$ cat config.mk
export PLATFORM = sky130hd
export DESIGN_NAME = rx_uart_param
export DESIGN_NICKNAME = d
export VERILOG_FILES = /design/src/rtl/rx_uart_param.sv
export SDC_FILE = /design/constraint.sdc
export NUM_CORES = 1
export LEC_CHECK = 0
export CAP_MARGIN = 40
export CORE_AREA = 2 2 119 75
export DETAILED_ROUTE_END_ITERATION = 10
export DIE_AREA = 0 0 121 77
export SYNTH_ARGS = -nofsm -noshare
export SYNTH_HDL_FRONTEND = slang
export SYNTH_SLANG_ARGS = --single-unit
$ cat constraint.sdc
create_clock -name clk -period 3.1 [get_ports clk]
set_clock_uncertainty 0.2 [all_clocks]
set_input_delay 0.62 -clock clk [delete_from_list [all_inputs] [get_ports clk]]
set_output_delay 0.62 -clock clk [all_outputs]
set_load 0.05 [all_outputs]
$ cat src/rtl/rx_uart_param.sv
// Parameterised UART receiver: 2-flop synchronised rx, mid-bit sampling, held-word handshake.
// Define RX_UART_PARITY_EN to add a parity bit (sense set by PARITY_ODD) and drive parity_err.
module rx_uart_param #(
  parameter int CLK_DIV    = 5208,
  parameter int DATA_BITS  = 8,
  parameter int STOP_BITS  = 1,
  parameter int PARITY_ODD = 0
) (
  input  logic                 clk,
  input  logic                 rst,
  input  logic                 rx,
  input  logic                 rx_ack,
  output logic [DATA_BITS-1:0] rx_data,
  output logic                 rx_valid,
  output logic                 rx_busy,
  output logic                 frame_err,
  output logic                 parity_err,
  output logic                 overrun_err
);

  localparam int CNT_W = $clog2(CLK_DIV);
  localparam logic [CNT_W-1:0] CNT_LAST = CNT_W'(CLK_DIV - 1);
  localparam logic [CNT_W-1:0] CNT_HALF = CNT_W'(CLK_DIV / 2 - 1);
  localparam logic [3:0]       DATA_LAST = 4'(DATA_BITS - 1);
  localparam logic [3:0]       STOP_LAST = 4'(STOP_BITS - 1);

`ifdef RX_UART_PARITY_EN
  typedef enum logic [2:0] {IDLE, START, DATA, PARITY, STOP} state_t;
`else
  typedef enum logic [2:0] {IDLE, START, DATA, STOP} state_t;
`endif

  state_t                state_q, state_d;
  logic                  rx_p0, rx_p1, rx_prev;
  logic [CNT_W-1:0]      cnt_q;
  logic [3:0]            bit_cnt_q;
  logic [DATA_BITS-1:0]  shift_q;
  logic                  frame_acc_q;
  logic                  done_q;
  logic                  fall;
  logic                  tick;
  logic                  load;

  assign fall = rx_prev & ~rx_p1;
  assign tick = (cnt_q == CNT_LAST);
  assign load = done_q & (~rx_valid | rx_ack);

  // Synchronizer stage boundary: rx_p1 is the only view of the line used below
  always_ff @(posedge clk or posedge rst) begin
    if (rst) begin
      rx_p0   <= 1'b1;
      rx_p1   <= 1'b1;
      rx_prev <= 1'b1;
    end else begin
      rx_p0   <= rx;
      rx_p1   <= rx_p0;
      rx_prev <= rx_p1;
    end
  end

  always_ff @(posedge clk or posedge rst) begin
    if (rst) state_q <= IDLE;
    else     state_q <= state_d;
  end

  always_comb begin
    state_d = state_q;
    case (state_q)
      IDLE:   if (fall) state_d = START;
      START:  if (cnt_q == CNT_HALF) state_d = rx_p1 ? IDLE : DATA;
`ifdef RX_UART_PARITY_EN
      DATA:   if (tick && bit_cnt_q == DATA_LAST) state_d = PARITY;
      PARITY: if (tick) state_d = STOP;
`else
      DATA:   if (tick && bit_cnt_q == DATA_LAST) state_d = STOP;
`endif
      STOP:   if (tick && bit_cnt_q == STOP_LAST) state_d = IDLE;
      default: state_d = IDLE;
    endcase
  end

  always_comb begin
    rx_busy = (state_q != IDLE);
  end

  // Bit-timing stage boundary: counters, shifter and stop-bit accumulator
  always_ff @(posedge clk or posedge rst) begin
    if (rst) begin
      cnt_q       <= '0;
      bit_cnt_q   <= '0;
      shift_q     <= '0;
      frame_acc_q <= 1'b0;
      done_q      <= 1'b0;
    end else begin
      case (state_q)
        IDLE:    cnt_q <= '0;
        START:   cnt_q <= (cnt_q == CNT_HALF) ? '0 : cnt_q + 1'b1;
        default: cnt_q <= tick ? '0 : cnt_q + 1'b1;
      endcase

      if (state_d != state_q)
        bit_cnt_q <= '0;
      else if (tick && (state_q == DATA || state_q == STOP))
        bit_cnt_q <= bit_cnt_q + 1'b1;

      if (state_q == DATA && tick)
        shift_q <= {rx_p1, shift_q[DATA_BITS-1:1]};

      if (state_q == IDLE && fall)
        frame_acc_q <= 1'b0;
      else if (state_q == STOP && tick && !rx_p1)
        frame_acc_q <= 1'b1;

      done_q <= (state_q == STOP) && (state_d == IDLE);
    end
  end

  // Output stage boundary: held word, valid handshake and overrun
  always_ff @(posedge clk or posedge rst) begin
    if (rst) begin
      rx_data     <= '0;
      rx_valid    <= 1'b0;
      frame_err   <= 1'b0;
      overrun_err <= 1'b0;
    end else begin
      if (rx_valid && rx_ack)
        overrun_err <= 1'b0;
      if (load) begin
        rx_data   <= shift_q;
        frame_err <= frame_acc_q;
        rx_valid  <= 1'b1;
      end else if (done_q) begin
        overrun_err <= 1'b1;
      end else if (rx_valid && rx_ack) begin
        rx_valid <= 1'b0;
      end
    end
  end

`ifdef RX_UART_PARITY_EN
  logic par_acc_q;

  always_ff @(posedge clk or posedge rst) begin
    if (rst) begin
      par_acc_q  <= 1'b0;
      parity_err <= 1'b0;
    end else begin
      if (state_q == PARITY && tick)
        par_acc_q <= ((^shift_q) ^ rx_p1) != PARITY_ODD[0];
      if (load)
        parity_err <= par_acc_q;
    end
  end
`else
  logic unused_parity_odd;
  assign unused_parity_odd = PARITY_ODD[0];
  assign parity_err = 1'b0;
`endif

endmodule

== Word-level counts from Yosys, hierarchy flattened ==
Index checks and enable logic that the tools add are counted.

* Add/subtract/negate cells: 2
* Eq/ne operators: 8
* Muxes and demuxes: 19
* Bitwise operators: 5
* Reductions and logical operators: 19

{| class="wikitable"
|+ Operators by type and width
! kind !! number
|-
| 13-bit two-way mux || 2
|-
| 13-bit one-hot mux with 2 select lines || 1
|-
| 13-bit by 1-bit adder with 13-bit output (second input constant) || 1
|-
| 13-bit by 12-bit equality test with 1-bit output (second input constant) || 1
|-
| 13-bit equality test (second input constant) || 1
|-
| 3-bit two-way mux || 4
|-
| 3-bit one-hot mux with 4 select lines || 1
|-
| 1-bit logical AND || 9
|-
| 1-bit two-way mux || 8
|-
| 4-bit two-way mux || 2
|-
| 3-bit by 2-bit equality test with 1-bit output (second input constant) || 2
|-
| 3-bit logical NOT || 2
|-
| 2-bit nonzero test || 3
|-
| 4-bit by 1-bit adder with 4-bit output (second input constant) || 1
|-
| 4-bit by 3-bit equality test with 1-bit output (second input constant) || 1
|-
| 4-bit logical NOT || 1
|-
| 3-bit by 1-bit equality test with 1-bit output (second input constant) || 1
|-
| 3-bit inequality test || 1
|-
| 3-bit nonzero test || 1
|-
| 1-bit AND || 2
|-
| 2-bit two-way mux || 1
|-
| 2-bit by 1-bit inequality test with 1-bit output (second input constant) || 1
|-
| 1-bit NOT || 2
|-
| 2-bit AND reduction || 1
|-
| other kinds (3) || 3
|}

* Register bits after elaboration: 44
* Input bits: 4
* Output and inout bits: 13
* Word-level logic and storage cells: 66

== Depth between registers and ports, before layout ==
Gate-level depths: netlist of run 1.

* Depth in word-level cells: 6
* Mapped depth: 7

== Worst setup path after synthesis of run 1 ==
OpenSTA, ideal clock, no wires.

* Path type: register to register
* From: reg cnt_q[0]
* To: reg shift_q[0]
* Setup time: 125 ps
* Arrival: 1622 ps
* Setup slack: 1153 ps
* Stages on the path, launching flop included: 7
* Period minus slack after synthesis: 1947 ps
* Cells stage by stage: dfrtp_1 ha_1 nor4b_4 nand4_4 nand2b_4 buf_6 mux2_4

* Longest elaborated chain between the ends: 2

{| class="wikitable"
|+ RTL lines
! element !! RTL line !! text
|-
| start, declared || 35 || <nowiki>logic [CNT_W-1:0] cnt_q;</nowiki>
|-
| start signal, assigned || 97 || <nowiki>START: cnt_q <= (cnt_q == CNT_HALF) ? '0 : cnt_q + 1'b1;</nowiki>
|-
| start signal, assigned || 98 || <nowiki>default: cnt_q <= tick ? '0 : cnt_q + 1'b1;</nowiki>
|-
| 13-bit equality test || 45 || <nowiki>assign tick = (cnt_q == CNT_LAST);</nowiki>
|-
| 1-bit logical AND || 106 || <nowiki>if (state_q == DATA && tick)</nowiki>
|-
| end signal, assigned || 107 || <nowiki>shift_q <= {rx_p1, shift_q[DATA_BITS-1:1]};</nowiki>
|-
| end, declared || 37 || <nowiki>logic [DATA_BITS-1:0] shift_q;</nowiki>
|}

No other way between the ends.
A chain may end at the register's enable or synchronous reset.

== Worst setup path in the final report of run 1 ==
* From: reg state_q[2]
* To: out rx_busy

* Longest elaborated chain between the ends: 1

{| class="wikitable"
|+ RTL lines
! element !! RTL line !! text
|-
| start, declared || 33 || <nowiki>state_t state_q, state_d;</nowiki>
|-
| start signal, assigned || 63 || <nowiki>else state_q <= state_d;</nowiki>
|-
| 3-bit nonzero test || 83 || <nowiki>rx_busy = (state_q != IDLE);</nowiki>
|-
| end, declared || 15 || <nowiki>output logic rx_busy,</nowiki>
|}

No other way between the ends.

==> PnR_summary.wiki, run 1 <==
{| class="wikitable"
! Metric !! Value
|-
| Number of global-route vias before repair || 1287
|-
| Fraction of synthesis flops using an asynchronous set or reset pin || 1.00
|-
| TritonCTS clock tree || yes
|-
| Number of antenna violations at the first check in global routing || 0
|-
| Busiest layer in global routing || met1
|-
| Final WL || 3520 um
|-
| Antenna Cells || 0
|-
| Die outline area || 9320 um^2
|-
| Total setup violations reported at the end of the flow || 0
|-
| Count of standard-cell rows || 26
|-
| Setup repair after global routing missed its margin || no
|-
| FILL cells || 841
|-
| Sequential Area || 1100 um^2
|-
| PwrDens || 523 nW/um^2
|-
| Core footprint || 8230 um^2
|-
| Remaining number of nets flagged by the antenna check after routing || 0
|-
| Worst skew pair latency || a little under 0.3 ns
|-
| Number of design rule violations left after detail routing || 0
|-
| Final total negative setup slack || 0 ns
|-
| Nets || 190
|-
| Startpoint types || flip-flop
|-
| Sequential power share || 0.496
|-
| Total buffers and inverters traversed by the critical path || 1
|-
| Hold_buf cts || 0
|-
| Post-detailed-placement half-perimeter wirelength || 2470 um
|-
| Result of the run || complete, no violations
|-
| Number of clock buffers inserted by TritonCTS || 5
|-
| Setup fix buffers added after clock tree synthesis || 0
|-
| Most frequently used flop master after synthesis || dfrtp_1
|-
| Post-route clock period utilization || 0.832
|-
| Met3 GRT Util || 0.0365
|-
| Number of detailed-route iterations in the first pass || 4
|-
| Number of instances resized during post-cts repair || 0
|-
| Global route total overflow || 0
|-
| Sequential share of the synthesized area || 0.551
|-
| Distinct cell type count of the synthesized netlist || about 40
|-
| Int Power || 0.000943 W
|-
| Worst-path clk slew || 0.06 ns
|-
| First-pass GRT wire length || 6480 um
|-
| Global Route Usage Sum || 0.0886
|-
| P_sw || 0.000324 W
|-
| Netlist area before placement || between 2000 and 2500 um^2
|-
| Drt via density || 4.09
|-
| Crit-path leading delay family || buffers and inverters
|-
| Relative area change from synthesis to final layout || 20.9%
|-
| Min-Delay Path Class || flip-flop to flip-flop
|-
| Level count of the clock H-tree || 2
|-
| Met2 layer usage reported by global route || 0.111
|-
| Vertical die dimension || around 77 um
|-
| Max-slew headroom at the worst pin || 0.621
|-
| Combined area of the multi-input logic cells || between 800 and 900 um^2
|-
| Max Transition Viols Final || 0
|-
| Yosys warns || 0
|-
| Routed len/inst || 11.9 um
|-
| Data arrival time of the critical path || 1.76 ns
|-
| Violation count after the first detailed-route iteration || 85
|-
| Total vias in the final route || 1212
|-
| Starting density of the core || 0.244
|-
| Root buffer selected by CTS || clkbuf_16
|-
| Clock Sinks || 44
|-
| Critical setup path kind || flip-flop to primary output
|-
| Met1 track demand over resource in global routing || 0.134
|-
| Highest attainable clock frequency || 388 MHz
|-
| Count of mapped cells out of synthesis || 162
|-
| Buffer levels on the longest clock path || 2
|-
| Max capacitance violation total || 0
|-
| Worst Hold Margin || 0.157 ns
|-
| Cell leakage power || around 1.1 nW
|-
| Maximum fanout encountered on the critical timing path || 4
|-
| Number of hold violations in the final report || 0
|-
| Net switching share of the total power || 0.256
|-
| R2R Setup Slk || 0.89 ns
|-
| Total of buffers placed on input and output ports || 15
|-
| Total power after layout || 0.00127 W
|-
| Crit path capture type || primary output
|-
| Number of enable-type register cells in the synthesized netlist || 0
|-
| Cell Chain, Critical Path || nor2_1 -> nand2_1 -> clkdlybuf4s50_1
|-
| Synthesis-stage register bit count || 44
|-
| Final Critical Period || 2.58 ns
|-
| Critical Path Max Stage Delay || around 0.70 ns
|-
| Final estimated routing congestion in global placement || 0.769
|-
| Top Ports || 17
|-
| Worst path required time || between 2 and 2.5 ns
|-
| Syn Area/Cell || 12.4 um^2
|-
| Part of the total power dissipated in combinational logic || 0.096
|-
| Portion of total power attributed to the clock network || 0.407
|-
| Layout cells sized above 1 || 0.190
|-
| Critical-path top delay cell || clkdlybuf4s50_1
|-
| Horizontal die dimension || ~120 um
|-
| Transition time at the pin with the least slew margin || 0.564 ns
|-
| Max IR drop VDD || 222 uV
|-
| Largest net degree at the start of global routing || 45
|}
per-stage QoR:
step                      setup slack (ns)  instances   util  instance area (um^2)
after floorplan                       1.15        163      -                  2010
final                                0.519        296  0.294                  2420
after detailed placement             0.846        288  0.277                  2280
after CTS                            0.540        296  0.294                  2420
after global placement               0.870        288  0.277                  2280
after global routing                 0.438        296  0.294                  2420
power groups by stage:
stage	logic [W]	registers [W]	clock network, W
detailed placement	0.000125	0.000637	0
finish	0.000122	0.000629	0.000516
floorplan	0.0000982	0.000630	0
global placement	0.000124	0.000638	0
CTS	0.000125	0.000628	0.000533
global route	0.000136	0.000633	0.000559
layer usage:
layer  share of wire  vias up  wire length (um)
met5               0        -                 0
met4           0.013        0                44
met3           0.053        6               185
met2            0.36       16              1270
met1            0.57      589              2020
li1                -      601                 -
final timing paths:
kind	to	cells after the start	from
max	rx_busy	3	state_q[2]
min	rx_p1	0	rx_p0
max reg2reg	cnt_q[7]	6	cnt_q[0]
min reg2reg	rx_p1	0	rx_p0
max in group asynchronous	rx_p0	3	rst
min in group asynchronous	overrun_err	3	rst
kinds of logic (layout without fill, tap and decap cells):
group / Yosys count / in the layout / synth area share
simple gates: 62 / 62 / 0.190
flops: 44 / 44 / 0.551
mux: 18 / 18 / 0.115
xor+xnor: 14 / 14 / 0.0612
compound gates: 11 / 11 / 0.0375
buf+inv: 9 / 30 / 0.0243
fa+ha+maj: 3 / 3 / 0.0187
other cells: 1 / 2 / 0.00187
synth_stat cells, types with 2 or more instances:
cell type | instances | area, um^2
dfrtp_1 | 41 | 1030
inv_1 | 6 | 22.5
nand2_1 | 7 | 26.3
nor2_1 | 18 | 67.6
xor2_1 | 7 | 61.3
and3_1 | 6 | 37.5
ha_1 | 3 | 37.5
a21oi_1 | 3 | 15.0
mux2_2 | 9 | 101
dfstp_2 | 3 | 78.8
buf_4 | 2 | 15.0
xnor2_1 | 7 | 61.3
nor3_1 | 4 | 20.0
nor2b_1 | 2 | 12.5
nand3b_1 | 2 | 15.0
mux2_4 | 8 | 120
nand2b_1 | 3 | 18.8
o21ai_0 | 2 | 10.0
nand3_1 | 7 | 35.0
flip-flops by register name, indices dropped and copies added (netlist names):
register / count
cnt_q: 13
frame_acc_q: 1
state_q: 3
rx_p0: 1
done_q: 1
rx_valid: 1
overrun_err: 1
bit_cnt_q: 4
frame_err: 1
rx_data: 8
shift_q: 8
rx_p1: 1
rx_prev: 1
cell type report:
cell class,count,area share
Clock buffer,5,0.0516
Clock inverter,3,0.00774
Inverter,6,0.00929
Multi-Input combinational cell,110,0.353
Sequential cell,44,0.456
Tap cell,112,0.0578
Timing Repair Buffer,16,0.0650
placed cells by master (no fill, tap or decap), types with 2 or more instances in the layout:
cell type | netlist | layout
clkdlybuf4s50_1 | 0 | 15
nand2_1 | 7 | 7
mux2_4 | 8 | 8
nand2b_1 | 3 | 3
and3_1 | 6 | 6
nand3_1 | 7 | 7
ha_1 | 3 | 3
a21oi_1 | 3 | 3
clkinv_2 | 0 | 2
nand3b_1 | 2 | 2
nor2b_1 | 2 | 2
dfstp_2 | 3 | 3
inv_1 | 6 | 5
xor2_1 | 7 | 7
nor3_1 | 4 | 4
xnor2_1 | 7 | 7
nor2_1 | 18 | 18
mux2_2 | 9 | 9
conb_1 | 1 | 2
o21ai_0 | 2 | 2
clkbuf_16 | 0 | 5
dfrtp_1 | 41 | 41
No activity file was read; power rests on OpenSTA's default activity.
==> run 2, diff against run 1 <==
clock period = 2.5 ns   (was 3.1 ns; I/O delays follow)
==> PnR_summary.wiki, run 2 (synthesis results as in run 1) <==
{| class="wikitable"
! Metric !! Value
|-
| Max capacitance violation total || 0 (unchanged)
|-
| Highest attainable clock frequency || 459 MHz
|-
| Horizontal die dimension || 121 um (unchanged)
|-
| Level count of the clock H-tree || 2 (unchanged)
|-
| PwrDens || 655 nW/um^2 (+25%)
|-
| Critical setup path kind || flip-flop to primary output
|-
| Top Ports || 17 (unchanged)
|-
| Drt via density || 4.16 (+1.7%)
|-
| Total vias in the final route || 1237 (+2.1%)
|-
| Count of standard-cell rows || 26 (unchanged)
|-
| Setup repair after global routing missed its margin || no
|-
| First-pass GRT wire length || 6070 um (-6.4%)
|-
| Final total negative setup slack || 0 ns (unchanged)
|-
| Nets || 191 (+0.53%)
|-
| Number of antenna violations at the first check in global routing || 0 (unchanged)
|-
| Buffer levels on the longest clock path || 2 (unchanged)
|-
| Number of clock buffers inserted by TritonCTS || 5 (unchanged)
|-
| Worst-path clk slew || 0.06 ns (about the same)
|-
| Final WL || 3570 um (+1.3%)
|-
| Highest-count cells in the layout ignoring fill and taps || dfrtp_1 (41), nor2_1 (18), clkdlybuf4s50_1 (14)
|-
| Remaining number of nets flagged by the antenna check after routing || 0 (unchanged)
|-
| Cell Chain, Critical Path || clkdlybuf4s50_1
|-
| Placed Cells || 289 (+0.35%)
|-
| Antenna Cells || 0 (unchanged)
|-
| TritonCTS clock tree || yes
|-
| Critical-path top delay cell || clkdlybuf4s50_1
|-
| Largest net degree at the start of global routing || 45 (unchanged)
|-
| Int Power || 0.00120 W (+27%)
|-
| Flip-flop count of the largest register, all copies and words added || 13 (unchanged)
|-
| Net switching share of the total power || 0.250 (-0.00596)
|-
| Critical Path Max Stage Delay || 0.81 ns (+0.11 ns)
|-
| Max-slew headroom at the worst pin || 0.601 (-0.0203)
|-
| Sequential power share || 0.486 (-0.010)
|-
| Clock Sinks || 44 (unchanged)
|-
| Transition time at the pin with the least slew margin || 0.594 ns (+0.0301 ns)
|-
| Core footprint || 8230 um^2 (unchanged)
|-
| Total of buffers placed on input and output ports || 15 (unchanged)
|-
| Setup fix buffers added after clock tree synthesis || 0 (unchanged)
|-
| Root buffer selected by CTS || clkbuf_16
|-
| Total buffers and inverters traversed by the critical path || 1 (unchanged)
|-
| Worst skew pair latency || 0.28 ns (about the same)
|-
| Portion of total power attributed to the clock network || 0.417 (+0.010)
|-
| Post-Place Setup Slack || 0.370 ns (-0.476 ns)
|-
| Part of the total power dissipated in combinational logic || 0.096 (about the same)
|-
| Final cell count without fillers || 297 (+0.34%)
|-
| Routed len/inst || 12.0 um (+0.99%)
|-
| Final Critical Period || 2.18 ns
|-
| Die outline area || 9320 um^2 (unchanged)
|-
| Min-Delay Path Class || flip-flop to flip-flop
|-
| Max Transition Viols Final || 0 (unchanged)
|-
| Worst Hold Margin || 0.157 ns (-0.000289 ns)
|-
| Total setup violations reported at the end of the flow || 0 (unchanged)
|-
| Relative area change from synthesis to final layout || 21.9%
|-
| Worst path required time || 1.80 ns (-0.48 ns)
|-
| P_sw || 0.000400 W (+23%)
|-
| Global route total overflow || 0 (unchanged)
|-
| Number of detailed-route iterations in the first pass || 4 (unchanged)
|-
| Number of global-route vias before repair || 1197 (-7.0%)
|-
| Vertical die dimension || 77 um (unchanged)
|-
| Cell leakage power || 1.13 nW (+0.54%)
|-
| Final estimated routing congestion in global placement || 0.784 (+2.0%)
|-
| Result of the run || complete, no violations
|-
| FILL cells || 822 (-2.3%)
|-
| Startpoint types || flip-flop
|-
| Post-route clock period utilization || 0.871
|-
| Starting density of the core || 0.244 (unchanged)
|-
| Data arrival time of the critical path || 1.48 ns (-0.28 ns)
|-
| Post-detailed-placement half-perimeter wirelength || 2540 um (+3.2%)
|-
| Register ranked first by flip-flop count || cnt_q
|-
| Layout cells sized above 1 || 0.195 (+0.00438)
|-
| Crit path capture type || primary output
|-
| Crit-path leading delay family || buffers and inverters
|-
| Setup slack of the critical path after layout || 0.323 ns (-0.197 ns)
|-
| Global Route Usage Sum || 0.0852 (-0.00343)
|-
| Top flop regs || cnt_q: 13 flops, rx_data: 8 flops, shift_q: 8 flops
|-
| Max IR drop VDD || 226 uV (+1.8%)
|-
| Violation count after the first detailed-route iteration || 84 (-1.2%)
|-
| Maximum fanout encountered on the critical timing path || 4 (unchanged)
|-
| Leading cell type in the layout, fill and taps excluded || dfrtp_1
|-
| Number of design rule violations left after detail routing || 0 (unchanged)
|-
| Number of hold violations in the final report || 0 (unchanged)
|}
==> run 2: path summary, 6_finish.rpt <==
| kind | from | end | slack (ns) | cells after the start |
|---|---|---|---|---|
| setup reg to reg | cnt_q[0] | bit_cnt_q[1] | 0.36 | 6 |
| hold reg to reg | rx_p0 | rx_p1 | 0.16 | 0 |
| max in group asynchronous | rst | rx_p1 | 1.24 | 3 |
| min in group asynchronous | rst | overrun_err | 0.47 | 3 |
| hold / removal | rx_p0 | rx_p1 | 0.16 | 0 |
| setup / recovery | rx_valid | rx_valid | 0.32 | 1 |
==> run 2: timing repair <==
action                     in CTS  in global routing
setup endpoints to repair       0                  1
gates resized for setup         0                  1
hold buffers                    0                  0
==> run 2: cell type report <==
cell class	instances	area [um^2]	area share
Sequential cell	44	1100	0.452
Multi-Input combinational cell	110	855	0.350
Timing Repair Buffer	17	168	0.0686
Tap cell	112	140	0.0573
Clock buffer	6	139	0.0568
Inverter	6	22.5	0.00922
Clock inverter	2	15.0	0.00614
==> run 2: stage by stage <==
step           area, um^2  power (W)   util
2_1_floorplan        2010   0.000903      -
3_3_place_gp         2290   0.000948  0.278
3_5_place_dp         2290   0.000946  0.278
4_1_cts              2440    0.00163  0.297
5_1_grt              2440    0.00168  0.297
6_report             2440    0.00160  0.297
==> run 2: power groups by stage <==
stage	registers, W	logic, W	clock network, W
2_1_floorplan	0.000781	0.000122	0
3_3_place_gp	0.000791	0.000157	0
3_5_place_dp	0.000791	0.000155	0
4_1_cts	0.000778	0.000155	0.000694
5_1_grt	0.000784	0.000173	0.000726
6_report	0.000778	0.000154	0.000668
==> run 2: metal layers <==
metal,vias up,routed length (um),global-route usage
met3,3,226,0.0394
met4,0,21,0.0174
met1,607,2020,0.133
met5,-,0,0
met2,25,1300,0.102
li1,602,-,-
==> RTL change 1 (config.mk and constraints of run 2) <==
Set the parameter `DATA_BITS` to 6 (it was 8).
--- a/src/rtl/rx_uart_param.sv
+++ b/src/rtl/rx_uart_param.sv
@@ -2,7 +2,7 @@
 // Define RX_UART_PARITY_EN to add a parity bit (sense set by PARITY_ODD) and drive parity_err.
 module rx_uart_param #(
   parameter int CLK_DIV    = 5208,
-  parameter int DATA_BITS  = 8,
+  parameter int DATA_BITS  = 6,
   parameter int STOP_BITS  = 1,
   parameter int PARITY_ODD = 0
 ) (
Ports: changed (resized rx_data); port bits go from 17 to 15. No check against the original RTL was run, so the function may have changed too.
==> RTL change 1 against run 2 <==
Clock power grew 5.8%. Via count shrank 2.7%. Synthesized area shrank 8.3%. Wire length shrank 3.0%. Global-route usage shrank 0.11 points. Setup slack lost 240 ps. Cell area shrank 2.8%. Combinational power grew 37%. Non-clock buffer count grew 10. Sequential cell count shrank 4. Power grew 2.0%. Maximum frequency shrank 9.8%. Synthesized cell count shrank 3.1%. Largest cell class unchanged.
==> RTL change 1: results <==
route:
  wl_per_cell_microns: 11.5
  vias_per_cell: 3.98
  wl_met1_microns: 1960
  met3_wire_length_microns: 86
  detailroute.wirelength.met2_microns: 1350
global_route:
  pin_count_of_the_biggest_net_entering_global_routing: 41
  global_route.usage.met1_pct: 12.9
  grt_usage_pct: 8.40
  grtUsageMet2_pct: 10.7
final_layout:
  drive_gt1_share_pct: 25.3
  layout_net_count: 197
  num-nonclk-buffers: 27
  seq_share_pct: 42.3
  num-fill-cells: 838
  seq_cell_count: 40
  nClkBuffers: 5
  largestRegisters: "cnt_q x13, rx_data x6, shift_q x6"
status:
  status: "completed"
placement:
  hpwl_microns: 2600
  dpl_cell_area_sq_um: 2180
  placed_cells: 293
  routabilityCongestion: 0.858
power:
  clk-power_mw: 0.707
  total_power_mw: 1.63
  irDropWorstVdd_uv: 476
  power.sequential.fraction_pct: 43.8
  cellInternalPower_mw: 1.25
logic_synthesis:
  synth.top_cells.by_count: "sky130_fd_sc_hd__dfrtp_1, sky130_fd_sc_hd__nor2_1, sky130_fd_sc_hd__mux2_2"
  yosysUniqueCellTypes: 36
clock_tree:
  cts-resized-gates: 1
setup_path:
  timing.critical_path.max_delay_family: "simple AND/OR/NAND/NOR gates"
  cpPeakStageDelay_ps: 480
  slowest_stage: "sky130_fd_sc_hd__or4_4"
sta:
  max_slew_margin_pct: 64.9
## RTL change 1: metrics by stage
step                TNS, ps  utilization (%)  setup slack (ps)
floorplan                 0                -              39.1
global placement          0             26.5              33.1
detailed placement    -78.7             26.5             -20.5
CTS                       0             28.6              55.7
global route              0             28.9             0.783
finish                    0             28.9              85.3
## RTL change 1: final timing paths
path / end / start / depth (start not counted) / slack (ps)
worst min-delay path: rx_p1 / rx_p0 / 0 / 160
worst max register to register: bit_cnt_q[0] / cnt_q[1] / 6 / 90
min in group asynchronous: cnt_q[2] / rst / 3 / 440
max in group asynchronous: rx_prev / rst / 3 / 1290
worst min register to register: rx_p1 / rx_p0 / 0 / 160
worst max-delay path: bit_cnt_q[0] / cnt_q[1] / 6 / 90
## RTL change 1: cell families after synthesis
family,synth area share (%)
DFF,54.7
buffers and inverters,2.45
adders and majority gates,2.72
xor gates and xnor gates,6.67
AOI/OAI and AO/OA,3.81
muxes,8.51
and+or+nand+nor,21.0
other,0.204
==> RTL change 2 (settings of run 2) <==
Without the edit above. Re-encode `state_t` (4 states) as Gray code, 2 bits wide.
--- a/src/rtl/rx_uart_param.sv
+++ b/src/rtl/rx_uart_param.sv
@@ -27,7 +27,7 @@
 `ifdef RX_UART_PARITY_EN
   typedef enum logic [2:0] {IDLE, START, DATA, PARITY, STOP} state_t;
 `else
-  typedef enum logic [2:0] {IDLE, START, DATA, STOP} state_t;
+  typedef enum logic [1:0] {IDLE = 2'b00, START = 2'b01, DATA = 2'b11, STOP = 2'b10} state_t;
 `endif
 
   state_t                state_q, state_d;
Behaviour: no difference found for any inputs over 10 cycles, from zero or initial values and one cycle with rst high; not proved beyond that.
==> RTL change 2 against run 2 <==
Cell area increased by 2.6%. Highest routed layer unchanged. Synthesized area increased by 0.87%. Wire length increased by 17%. Hold slack improved by 5.4 ps. Sequential cell count decreased by 1. Power increased by 8.3%. Count of clock-buffer cells in the layout decreased by 1. Synthesized cell count increased by 6.8%. Setup slack got worse by 230 ps. Clock power decreased by 3%. First-iteration DRC count increased by 43%.
==> RTL change 2: results <==
status:
  status: "completed"
final_layout:
  drive_gt1_share_pct: 21.6
  layout_net_count: 205
  final_cells: 311
global_route:
  wire_length_of_the_first_global_routing_pass_microns: 7040
  grt_usage_pct: 9.46
  first_global_vias: 1350
  pin_count_of_the_biggest_net_entering_global_routing: 44
logic_synthesis:
  synth.top_cells.by_count: "sky130_fd_sc_hd__dfrtp_1, sky130_fd_sc_hd__mux2_2, sky130_fd_sc_hd__nor2_1"
  synth_area_per_cell_sq_um: 11.7
  yosysWarnings: 0
  sequential_share_of_the_synthesized_area_pct: 53.4
  synthTopCellsByArea: "sky130_fd_sc_hd__dfrtp_1, sky130_fd_sc_hd__mux2_2, sky130_fd_sc_hd__dfstp_2"
  yosysUniqueCellTypes: 45
setup_path:
  arrival_ps: 1710
  critPathMaxFanout: 2
sta:
  maxClockFrequency_ghz: 0.415
  max_slew_margin_pct: 45.3
route:
  met3_wire_length_microns: 222
  drt-initial-drc-count: 120
  via_count: 1405
  wl_per_cell_microns: 13.4
  drt-pass1-iter-count: 4
  detailroute.wirelength.met2_microns: 1680
  wl_met1_microns: 2240
power:
  static-leakage-power_nw: 1.11
  irDropWorstVdd_uv: 445
placement:
  routabilityCongestion: 0.806
  hpwl_microns: 2960
  detailedPlace.worstSlack_ps: 329
  placed_cells: 303
  portBuffers: 15
clock_tree:
  cts-root-to-sink-buffers: 2
  buffers_inserted_by_post_cts_timing_repair: 0
worst_hold_path:
  min-delay-path-class: "flop to flop"
-- RTL change 2: cell types whose count changed after synthesis, sizes merged, moves of 3 or more --
cell   delta
nand3     +3
nor2      -3
or2       +3
a21oi     +5
nor4      +5
nand2     -4
xnor2     -4
-- RTL change 2: path summary, 6_finish.rpt --
check / startpoint / to / slack (ps) / cells after the start
max: state_q[0] / rx_busy / 90 / 2
min: rx_p0 / rx_p1 / 160 / 0
max reg2reg: cnt_q[0] / bit_cnt_q[3] / 320 / 5
min reg2reg: rx_p0 / rx_p1 / 160 / 0
max in group asynchronous: rst / rx_prev / 1480 / 3
min in group asynchronous: rst / cnt_q[2] / 360 / 3
-- RTL change 2: stage by stage --
step / power, mW / cell area [sq um] / util, %
after floorplan: 0.998 / 2020 / -
after global placement: 1.09 / 2360 / 28.6
after detailed placement: 1.09 / 2360 / 28.6
after CTS: 1.75 / 2510 / 30.5
after global routing: 1.84 / 2510 / 30.5
final: 1.73 / 2510 / 30.5
-- RTL change 2: where the power goes --
| group | internal (mW) | switching [mW] | total, mW |
|---|---|---|---|
| clock | 0.373 | 0.276 | 0.649 |
| combinational | 0.107 | 0.136 | 0.242 |
| sequential | 0.756 | 0.0869 | 0.842 |
| total | 1.24 | 0.498 | 1.73 |
-- RTL change 2: worst max-delay path, stage by stage, from the launching register on --
cell	delay, ps
sky130_fd_sc_hd__dfrtp_1	370
sky130_fd_sc_hd__or2_2	340
sky130_fd_sc_hd__clkdlybuf4s50_1	710
-- RTL change 2: cell type report --
cell class	instances	area [sq um]
fillers	828	5720
flip-flops and latches	43	1080
multi-input cells	119	892
repair buffers	23	223
well taps	112	140
clock buffers	5	125
clock inverters	3	23.8
inverters	6	22.5
-- RTL change 2: routing by layer --
metal | up-vias | track usage (%)
met5 | - | 0
met4 | 0 | 2.09
met3 | 2 | 2.90
met2 | 27 | 12.3
met1 | 701 | 14.9
li1 | 675 | -
-- RTL change 2: kinds of logic (layout without fill, tap and decap cells) --
| kind of cell | after synthesis | after routing | synth area share [%] |
|---|---|---|---|
| AND/OR/NAND/NOR | 66 | 66 | 20.3 |
| flip-flops | 43 | 43 | 53.4 |
| AO/OA/AOI/OAI | 21 | 21 | 7.49 |
| multiplexers | 18 | 18 | 9.96 |
| buffers and inverters | 11 | 37 | 2.47 |
| XOR/XNOR | 10 | 10 | 4.33 |
| adder cells (fa/ha/maj) | 3 | 3 | 1.86 |
| other | 1 | 1 | 0.185 |
